[src/rtl/aes_ctr_ctrl.sv]
// rtl/aes_ctr_ctrl.sv - CTR-mode controller in front of aes_cipher_top; optional watchdog under AES_CTR_TIMEOUT_EN
module aes_ctr_ctrl #(
  parameter int CTR_W          = 32,
  parameter int CNT_W          = 16,
  parameter int TIMEOUT_CYCLES = 64
) (
  input  logic             clk,
  input  logic             rst,
  input  logic             start,
  input  logic [127:0]     cfg_key,
  input  logic [127:0]     cfg_iv,
  input  logic [CNT_W-1:0] blk_cnt,
  input  logic             in_valid,
  output logic             in_ready,
  input  logic [127:0]     in_data,
  output logic             out_valid,
  input  logic             out_ready,
  output logic [127:0]     out_data,
  output logic             busy,
  output logic             done,
  output logic             err,
  output logic             core_ld,
  output logic [127:0]     core_key,
  output logic [127:0]     core_text_in,
  input  logic [127:0]     core_text_out,
  input  logic             core_done
);

  localparam logic [2:0] S_IDLE      = 3'd0;
  localparam logic [2:0] S_LOAD      = 3'd1;
  localparam logic [2:0] S_WAIT_CORE = 3'd2;
  localparam logic [2:0] S_WAIT_DATA = 3'd3;
  localparam logic [2:0] S_OUT       = 3'd4;

  // Bits covered by the incrementing counter field; the rest of the block is fixed per job.
  localparam logic [127:0] CTR_MASK = (CTR_W >= 128) ? {128{1'b1}}
                                                     : ((128'd1 << CTR_W) - 128'd1);

  logic [2:0]       state_q, state_d;
  logic [127:0]     key_q, key_d;
  logic [127:0]     ctr_q, ctr_d;
  logic [CNT_W-1:0] rem_q, rem_d;
  logic [127:0]     ks_q, ks_d;
  logic [127:0]     text_q, text_d;
  logic [127:0]     out_q, out_d;
  logic             done_q, done_d;
  logic [127:0]     ctr_inc;
  logic             tmo_hit;

  // Increment only the low CTR_W bits, letting them wrap without carrying into the upper bits.
  assign ctr_inc = (ctr_q & ~CTR_MASK) | ((ctr_q + 128'd1) & CTR_MASK);

`ifdef AES_CTR_TIMEOUT_EN
  localparam int TMO_W = $clog2(TIMEOUT_CYCLES + 1);

  logic [TMO_W-1:0] tmo_q, tmo_d;
  logic             err_q, err_d;

  assign tmo_hit = (state_q == S_WAIT_CORE) && !core_done &&
                   (tmo_q == TMO_W'(TIMEOUT_CYCLES - 1));

  // Watchdog: count cycles spent in WAIT_CORE, restarting from zero on every entry.
  always_comb begin
    tmo_d = '0;
    if (state_q == S_WAIT_CORE) begin
      tmo_d = tmo_q + TMO_W'(1);
    end
    err_d = err_q | tmo_hit;
  end

  // Watchdog registers; err is sticky until reset.
  always_ff @(posedge clk or negedge rst) begin
    if (!rst) begin
      tmo_q <= '0;
      err_q <= 1'b0;
    end else begin
      tmo_q <= tmo_d;
      err_q <= err_d;
    end
  end

  assign err = err_q;
`else
  assign tmo_hit = 1'b0;
  assign err     = 1'b0;
`endif

  // Next-state and datapath decisions for the one-block-at-a-time job sequencer.
  always_comb begin
    state_d = state_q;
    key_d   = key_q;
    ctr_d   = ctr_q;
    rem_d   = rem_q;
    ks_d    = ks_q;
    text_d  = text_q;
    out_d   = out_q;
    done_d  = 1'b0;
    case (state_q)
      S_IDLE: begin
        if (start) begin
          if (blk_cnt != '0) begin
            key_d   = cfg_key;
            ctr_d   = cfg_iv;
            rem_d   = blk_cnt;
            text_d  = cfg_iv;
            state_d = S_LOAD;
          end else begin
            done_d = 1'b1;
          end
        end
      end
      S_LOAD: begin
        state_d = S_WAIT_CORE;
      end
      S_WAIT_CORE: begin
        if (core_done) begin
          ks_d    = core_text_out;
          ctr_d   = ctr_inc;
          state_d = S_WAIT_DATA;
        end else if (tmo_hit) begin
          state_d = S_IDLE;
        end
      end
      S_WAIT_DATA: begin
        if (in_valid) begin
          out_d   = in_data ^ ks_q;
          state_d = S_OUT;
        end
      end
      S_OUT: begin
        if (out_ready) begin
          rem_d = rem_q - CNT_W'(1);
          if (rem_q == CNT_W'(1)) begin
            done_d  = 1'b1;
            state_d = S_IDLE;
          end else begin
            // The counter was already advanced when the keystream was captured.
            text_d  = ctr_q;
            state_d = S_LOAD;
          end
        end
      end
      default: begin
        state_d = S_IDLE;
      end
    endcase
  end

  // State and datapath registers, cleared asynchronously.
  always_ff @(posedge clk or negedge rst) begin
    if (!rst) begin
      state_q <= S_IDLE;
      key_q   <= '0;
      ctr_q   <= '0;
      rem_q   <= '0;
      ks_q    <= '0;
      text_q  <= '0;
      out_q   <= '0;
      done_q  <= 1'b0;
    end else begin
      state_q <= state_d;
      key_q   <= key_d;
      ctr_q   <= ctr_d;
      rem_q   <= rem_d;
      ks_q    <= ks_d;
      text_q  <= text_d;
      out_q   <= out_d;
      done_q  <= done_d;
    end
  end

  assign in_ready     = (state_q == S_WAIT_DATA);
  assign out_valid    = (state_q == S_OUT);
  assign out_data     = out_q;
  assign busy         = (state_q != S_IDLE);
  assign done         = done_q;
  assign core_ld      = (state_q == S_LOAD);
  assign core_key     = key_q;
  assign core_text_in = text_q;

endmodule

[config.mk]
export PLATFORM = sky130hd
export DESIGN_NAME = aes_ctr_ctrl
export DESIGN_NICKNAME = d
export VERILOG_FILES = /design/src/rtl/aes_ctr_ctrl.sv
export SDC_FILE = /design/constraint.sdc
export NUM_CORES = 1
export LEC_CHECK = 0
export ABC_CLOCK_PERIOD_IN_PS = 6400
export BUFFER_PORTS_ARGS = -buffer_cell sky130_fd_sc_hd__buf_2
export CAP_MARGIN = 20
export CORE_AREA = 3 3 362 364
export CTS_CLUSTER_SIZE = 40
export DETAILED_ROUTE_END_ITERATION = 10
export DIE_AREA = 0 0 365 367
export SLEW_MARGIN = 10
export SYNTH_ARGS = -nofsm -noshare
export SYNTH_HDL_FRONTEND = slang
export SYNTH_SLANG_ARGS = --single-unit
[constraint.sdc]
create_clock -name clk -period 6.4 [get_ports clk]
set_input_delay 1.92 -clock clk [delete_from_list [all_inputs] [get_ports clk]]
set_output_delay 1.92 -clock clk [all_outputs]
set_load 0.03 [all_outputs]
### After elaboration in Yosys (flattened, before gate mapping)

Cells that the tools add are included.

* bits in latches: 0
* output and inout port bits: 390
* register bits after elaboration: 660
* input bits: 534
* memories: 0
* word-level logic and storage cells: 58
* memory bits (read-only): 0
* bits in writable memories: 0

* reduce and logical (&&, ||, !) cells: 12
* $lt $le $gt $ge: 0
* $mul: 0
* add/subtract/negate cells: 2
* bitwise operators: 2
* divide/modulo/power cells: 0
* eq/ne operators: 11
* shift-type cells: 0
* mux-type cells: 23

Operator list (number)
* $mux 128: 5
* $pmux 128 s2: 2
* $or 128x32->128: 1
* $xor 128x128->128: 1
* $mux 16: 3
* $add 32x1->32 const B: 1
* $pmux 16 s2: 1
* $eq 16x1->1 const B: 1
* $reduce_bool 16->1: 1
* $sub 16x1->16 const B: 1
* $mux 3: 5
* $pmux 3 s5: 1
* $ne 2x2->1 const B: 5
* $reduce_and 5->1: 2
* $reduce_and 4->1: 2
* $eq 3x2->1 const B: 2
* $mux 1: 5
* $reduce_and 2->1: 2
* $reduce_bool 2->1: 2
* $eq 3x1->1 const B: 1
* $eq 3x3->1 const B: 1
* $logic_not 3->1: 1
* $reduce_and 3->1: 1
* $reduce_bool 3->1: 1
* other kinds (2): 2

### Depth between registers and ports, before layout

Gate-level depths: netlist (run 1).

* depth after elaboration: 4
* mapped depth: 9
* mapped depth without buffers: 7

### Least setup slack after synthesis (run 1)

No wires, ideal clock.

* path kind: input to register
* from: input port blk_cnt[6]
* to: register text_q[100] (netlist: core_text_in[100])
* cell stages on the path: 7
* setup slack: 2.864 ns
* arrival: 3.411 ns
* path buffers: 2
* library setup time: 0.125 ns
* cells stage by stage: nor4_2 > nand4_1 > o211ai_2 > a21oi_2 > buf_6 > buf_8 > mux2_4

* longest elaborated chain between the ends: 3

Ends and longest elaborated chain
* start, declared: line 12 `input logic [CNT_W-1:0] blk_cnt,`
* $reduce_bool 16->1: line 101 `if (blk_cnt != '0) begin`
* $ne 2x2->1 (no line)
* $reduce_and 5->1 (no line)
* end signal, assigned: line 166 `text_q <= text_d;`
* end, declared: line 44 `logic [127:0] text_q, text_d;`

No other way between the ends.
A chain may end at the register's enable or synchronous reset.

### Final worst setup path (run 1)

* from: register state_q[1]
* to: output port out_valid

* longest elaborated chain between the ends: 1

Ends and longest elaborated chain
* start, declared: line 39 `logic [2:0] state_q, state_d;`
* start signal, assigned: line 161 `state_q <= state_d;`
* $eq 3x3->1: line 173 `assign out_valid = (state_q == S_OUT);`
* end, declared: line 16 `output logic out_valid,`

No other way between the ends.

==> impl_summary.md, run 1 <==
Synth
The portion of synthesized cell area occupied by the leading cell type is 0.5691. Synthesis instantiated 68 different standard cells from the library. Yosys printed 0 warnings. The predominant post-synthesis flop cell is dfrtp_1. In the post-synthesis netlist, the biggest area contributors are dfrtp_1 57%, nand2_1 21%, mux2_4 6.2%. The fraction of synthesis flops using an asynchronous set or reset pin is 1.000. The largest total area in the synthesized netlist belongs to dfrtp_1. The total of flip-flops plus latches after synthesis is between 600 and 700. The synthesized netlist occupies a cell area of ~0.029 mm^2.

After technology mapping, the gate count stands at 3134. The count of flip-flops with a built-in enable after synthesis is 0. The proportion of synthesized chip area in sequential cells is 0.5691.

The synthesized netlist net count is roughly 3700. A synthesized cell averages 9.261 um^2.

Die
The die is 365 um wide. The I/O pin total is 924. The floorplan die height is 367 um. The area inside the core boundary is 0.1277 mm^2. The full die area is 0.1340 mm^2. After floorplanning, the core was divided into ~130 placement rows. The initial utilization of the core area, before any placement, comes to 0.2273.

Power
Power spread over the standard cell area amounts to 572.1 mW/mm^2. The internal power of the cells totals 12.16 mW. Of the total power, the share spent switching nets is 0.4432. The part of the power in registers is 0.347. The net switching power figure is between 9 and 10 mW. The total power after layout is 21.83 mW. The share of total power dissipated in the clock network is 0.218. In this run the static leakage power is between 15 and 20 nW. The share of total power dissipated in combinational logic is 0.434. IR analysis of the VDD net gives a maximum drop of 267.3 uV.

STA
The count of endpoints failing setup in the final report is 0. In this run the tightest slew margin relative to its limit is 0.3145. The max-slew violation count is 0. In the finished design, the share of the clock period the worst path needs comes to 0.7592.

The final period demand of the worst path is 4.859 ns. The final hold violation count was 0. The timing-limited maximum frequency is 205.8 MHz. The actual transition at the worst max-transition pin is approximately 1 ns. Setup repair after global routing left no endpoint under its margin. After routing, the total negative slack on setup checks comes to 0 ns. The worst setup slack after layout is 1.541 ns. The worst clock skew is 0.03594 ns.

Cells and area
Leaving out fill and tap cells, the most frequent cells in the layout are 1591 x nand2_1, 921 x buf_2, 660 x dfrtp_1, 171 x o21ai_0, 128 x xnor2_1. The final core utilization is 0.2989. Of the cells placed in the final design, the portion with a size suffix greater than 1 is 0.3081.

The finished layout holds 5741 standard cells, fillers aside. The total of fill cells in the finished design is 13510. The most frequent standard cell in the layout excluding fill and tap cells is nand2_1. The layout overhead on the synthesized area is 31.49%.

The layout net count is 4539.

Clock tree
The clock insertion delay at the later pin of the skew report is a little under 0.7 ns. The clock-pin transition on the worst setup and hold timing paths is 0.06 ns. The buffer type at the clock tree root is clkbuf_16. The H-tree was split into 3 levels. The number of post-CTS setup repair buffers is 0.

The number of cells upsized or downsized after cts is 0. The clock passes through at most 3 buffers. Hold repair after CTS inserted 0 buffers. The TritonCTS clock tree is yes.

The number of buffers created by CTS is 81. CTS saw 660 sinks.

Worst setup path
The data arrival time of the critical path is 2.94 ns. Data on the critical path is required at its endpoint by 4.48 ns. The depth of the most critical reg-to-reg path is 6.

STA classifies the critical path startpoint as a register. The setup path with the least slack is of type reg2out. The highest net fanout along the worst path is 53. The startpoint of the worst register-to-register path is state_q[1].

The flop-to-flop setup slack is 3.09 ns. STA classifies the critical path endpoint as an output pin. In this run the critical register-to-register path is captured at core_text_in[45].

Route
For this block, the routed nets add up to 110100 um of wire. The detailed router's first-iteration violation count is between 1500 and 2000. Across all layers, the routed design uses around 25000 vias.

In the final routed layout, each cell accounts on average for 19.18 um. Using the TritonRoute via totals, the vias-per-cell ratio works out to roughly 4.3. The first detailed-routing pass ran for 8 iterations. The number of nets with antenna violations after detailed routing is 0. The total DRC errors in the routed layout is 0.

Global route
The all-layer global routing usage is 0.1598. The number of global-route vias before repair came to between 20000 and 25000. The first global-routing pass estimated ~160000 um of wire. The total overflow left after global routing is 0.

The number of antenna violations at the first check in global routing came to 30. Entering global routing, the biggest net connects 156 pins.

Worst hold path
The startpoint identified for the worst hold timing path is core_key[118]. The class of the worst hold path is reg2reg. For hold timing, the worst endpoint is core_key[118]. The worst hold path passes through 2 cells.

Place
The worst-case setup slack after placement is 1.251 ns. The quantity of I/O buffers inserted on ports is 922. The post-placement cell count is 5581.

The weighted congestion at the end of routability-driven global placement is 0.8942. The final HPWL from detailed placement is 80470 um.

Run status
The run finished with clean final reports.

Flow run
Across the run, the number of max-cap violations was 0.
==> cell families after synthesis <==
group,synth area share
DFF,0.5691
adders and majority gates,0.001293
buffers and inverters,0.03246
AOI/OAI and AO/OA,0.05579
and+or+nand+nor,0.2353
muxes,0.06730
other,0.0001292
xor gates and xnor gates,0.03863
==> worst max-delay path: stages, from the launching register on <==
cell     delay (ns)
dfrtp_1        0.62
nor2_1         0.44
nand2_4        0.48
inv_6          0.43
buf_2          0.26
==> area by class of cell <==
| class | instances | area (um^2) | area share |
|---|---|---|---|
| tap | 1662 | 2079 | 0.05449 |
| inverter | 13 | 53.80 | 0.001410 |
| multi-input combinational | 2282 | 11630 | 0.3047 |
| sequential | 660 | 16520 | 0.4328 |
| antenna | 16 | 40.04 | 0.001049 |
| clock inverter | 32 | 435.4 | 0.01141 |
| timing repair buffer | 964 | 5077 | 0.1330 |
| clock buffer | 112 | 2333 | 0.06115 |
==> power groups by stage <==
| stage | clock network [mW] | registers (mW) | logic (mW) |
|---|---|---|---|
| floorplan | 0 | 9.68 | 4.19 |
| global placement | 0 | 7.57 | 9.49 |
| detailed placement | 0 | 7.63 | 9.62 |
| CTS | 4.93 | 7.58 | 9.65 |
| global route | 5.10 | 7.85 | 10.4 |
| finish | 4.77 | 7.58 | 9.48 |
==> synthesized netlist by cell type, drive strengths merged, types with 7 or more instances <==
master / instances
nand3: 17
buf: 89
nor4: 15
nor2: 45
inv: 13
and3: 8
o21ai: 172
mux2: 129
clkbuf: 90
xnor2: 128
nor3: 24
nand4: 14
nand2: 1595
a21oi: 37
dfrtp: 660
o22ai: 9
a31oi: 7
==> through the flow <==
| step | hold slack (ns) | cell area (um^2) |
|---|---|---|
| 3_3_place_gp | 0.4533 | 35350 |
| 4_1_cts | 0.4704 | 38120 |
| 6_report | 0.4664 | 38160 |
| 3_5_place_dp | 0.4565 | 35350 |
| 5_1_grt | 0.4852 | 38140 |
| 2_1_floorplan | 0.4455 | 29020 |
==> state kept, by name, summed over array words and instances (netlist names) <==
register	cells
core_key	128
core_text_in	128
ctr_q	128
done	1
ks_q	128
out_data	128
rem_q	16
state_q	3
==> worst max-delay path by stage <==
stage / startpoint / end / slack [ns] / depth (start not counted)
after floorplan: blk_cnt[6] / core_text_in[100] / 2.86 / 7
after global placement: blk_cnt[6] / core_text_in[54] / 1.28 / 8
after detailed placement: blk_cnt[6] / core_text_in[50] / 1.25 / 8
after CTS: state_q[1] / out_valid / 1.41 / 4
after global routing: state_q[1] / out_valid / 1.35 / 4
final: state_q[1] / out_valid / 1.54 / 4
==> metal layers <==
layer / part of all wire / track usage / vias up
li1: - / - / 11750
met1: 0.43 / 0.2042 / 11750
met2: 0.46 / 0.2577 / 873
met3: 0.083 / 0.04879 / 156
met4: 0.025 / 0.04982 / 24
met5: 0.0016 / 0 / -
(Power assumes the default switching activity.)
==> run 2, diff against run 1 <==
ABC_CLOCK_PERIOD_IN_PS = 4760   (was 6400)
CORE_AREA = 3 3 355 357   (was 3 3 362 364)
DIE_AREA = 0 0 358 360   (was 0 0 365 367)
clock period = 4.76 ns   (was 6.4 ns; I/O delays follow)
==> impl_summary.md, run 2 (same netlist as run 1, synthesis figures left out) <==
Die
The floorplan die height is 360 um. For this configuration, the core starts out at a cell density of 0.2354. The die covers 0.1289 mm^2. Pin placement for this block handled 924 I/O pins. The die is 358 um wide. In this run the core area contains 129 standard-cell rows.

The area inside the core boundary is 0.1233 mm^2.

Clock tree
The clock insertion delay at the later pin of the skew report is 0.69 ns. The longest clock path from root to sink contains 3 buffers. Gates resized during post-CTS repair numbered 0. The number of post-CTS setup repair buffers is 0.

The TritonCTS clock tree is yes. The H-tree generated during clock tree synthesis spans 3 levels. The root buffer cell chosen for the clock tree is clkbuf_16. In this run, CTS created clock tree buffers numbering 77.

The hold-fix buffer count after cts is 0. The number of clock sinks is 660. Clock-pin slew was measured on the worst setup and hold paths at 0.07 ns.

Place
The quantity of I/O buffers inserted on ports is 922. Detailed placement ended at an HPWL of 80530 um. The cell area reported after detailed placement is 0.03555 mm^2.

The worst-case setup slack after placement is 0.8700 ns. The weighted congestion at the end of routability-driven global placement is 0.8839.

Worst hold path
The min-delay analysis places its worst path in the category reg2reg.

Cells and area
The total non-filler cell area in the finished layout is 0.03816 mm^2. Leaving out fill and tap cells, the most frequent cells in the layout are 1591 x nand2_1, 921 x buf_2, 660 x dfrtp_1, 171 x o21ai_0, 128 x xnor2_1. The final core utilization is 0.3094. The fraction of layout instances using a drive strength above 1 is 0.3080. The layout net count is 4552. The library cell used most frequently in the layout, excluding fill and tap cells, is nand2_1.

From synthesis to final layout, the design area changed by 31.48%.

Worst setup path
The highest net fanout along the worst path is 16. The largest individual stage delay along the critical path comes from the cell dfrtp_1. STA classifies the critical path endpoint as an output pin. STA puts the critical path data required time at around 3.3 ns.

For this run, the slowest stage of the critical path takes 0.63 ns. Traced cell by cell, the critical path runs through nor2_1 -> nand2_4 -> inv_6 -> buf_2. STA classifies the critical path startpoint as a register. Data arrives at the worst endpoint at 2.35 ns. The worst setup path is of the reg2out kind.

STA
The final period demand of the worst path is 3.776 ns. The count of endpoints failing setup in the final report is 0. The worst slew slack as a fraction of its limit is 0.3121.

The actual transition at the worst max-transition pin is 1.022 ns. The worst clock skew is 0.03137 ns. Setup repair after global routing left no endpoint under its margin. The worst setup slack after layout is 0.9843 ns. For this run, the top clock speed supported by timing is approximately 260 MHz.

The final hold violation count is 0. The final cycle utilization of the critical path is 0.7932. The max-slew violation count came to 0. After routing, the total negative slack on setup checks comes to 0 ns.

Route
The average wire per cell in the routed design is 18.92 um. For this run, the detailed router's first-pass iteration total came to 8. The detailed-route vias per instance is 4.291. The total number of vias is 24630.

The number of nets with antenna violations after detailed routing is 0. For this run, design rule violations remaining after detail routing come to 0. The sum of routed wire length over all layers is 108600 um. The detailed router's first-iteration violation count is 1636.

Power
The total power divided by cell area is 759.1 mW/mm^2. The total power after layout is between 20 and 30 mW. The analysis attributes to cell leakage a power of roughly 20 nW.

The maximum vdd drop is 440.2 uV.

Global route
The number of antenna violations at the first check in global routing was between 40 and 50. The first global-routing pass estimated 158200 um of wire. In the global route stage, overall resource usage came out at 0.1634. Global routing finished with a remaining overflow of 0. The number of global-route vias before repair is 24240.

Entering global routing, the biggest net connects 182 pins.

Run status
The flow ran to the end, and the final reports show no timing, DRC or antenna violations.

Flow run
The number of max-cap violations is 0.
run 2: changes by cell type in the layout (fill, tap and decap cells not counted), moves of 3 or more:
cell,change
clkbuf_16,-3
clkbuf_8,-6
buf_12,+7
bufinv_16,-3
diode_2,+9
clkbuf_1,+11
buf_4,+9
run 2: where the power goes:
group          internal (mW)  total [mW]  switching [mW]
registers               8.38        10.2            1.83
logic                   4.32        12.8            8.45
clock network           3.40        6.00            2.60
run 2: area by class of cell:
type / instances / area [um^2]
Sequential cell: 660 / 16520
Clock buffer: 114 / 2217
Tap cell: 1637 / 2048
Fill cell: 13030 / 85160
Timing Repair Buffer: 981 / 5300
Inverter: 13 / 53.80
Multi-Input combinational cell: 2282 / 11630
Antenna cell: 25 / 62.56
Clock inverter: 28 / 332.8
run 2: per-stage QoR:
stage	hold WS (ns)	std cells
after floorplan	0.4455	3134
after global placement	0.4529	5572
after CTS	0.4706	5715
after detailed placement	0.4563	5573
final	0.4663	5740
after global routing	0.4883	5731
run 2: path summary, 6_finish.rpt:
path,startpoint,endpoint,slack (ns),depth (start not counted)
min in group asynchronous,rst,core_text_in[95],0.82,1
hold / removal,core_key[34],core_key[34],0.47,2
hold reg to reg,core_key[34],core_key[34],0.47,2
max in group asynchronous,rst,core_key[30],2.75,2
setup reg to reg,state_q[1],ctr_q[122],1.43,8
setup / recovery,state_q[1],out_valid,0.98,4
run 2: critical path, delay by kind of cell (launching register included):
family                 cells  cell delay, ns
and+or+nand+nor            2            0.67
buffers and inverters      2            0.36
DFF                        1            0.63
run 2: routing by layer:
metal | part of all wire | wire length, um | track usage | up-vias
li1 | - | - | - | 11790
met4 | 0.032 | 3487 | 0.06405 | 40
met5 | 0.0025 | 273 | 0 | -
met3 | 0.088 | 9599 | 0.05305 | 183
met2 | 0.45 | 49080 | 0.2539 | 880
met1 | 0.43 | 46160 | 0.2100 | 11740
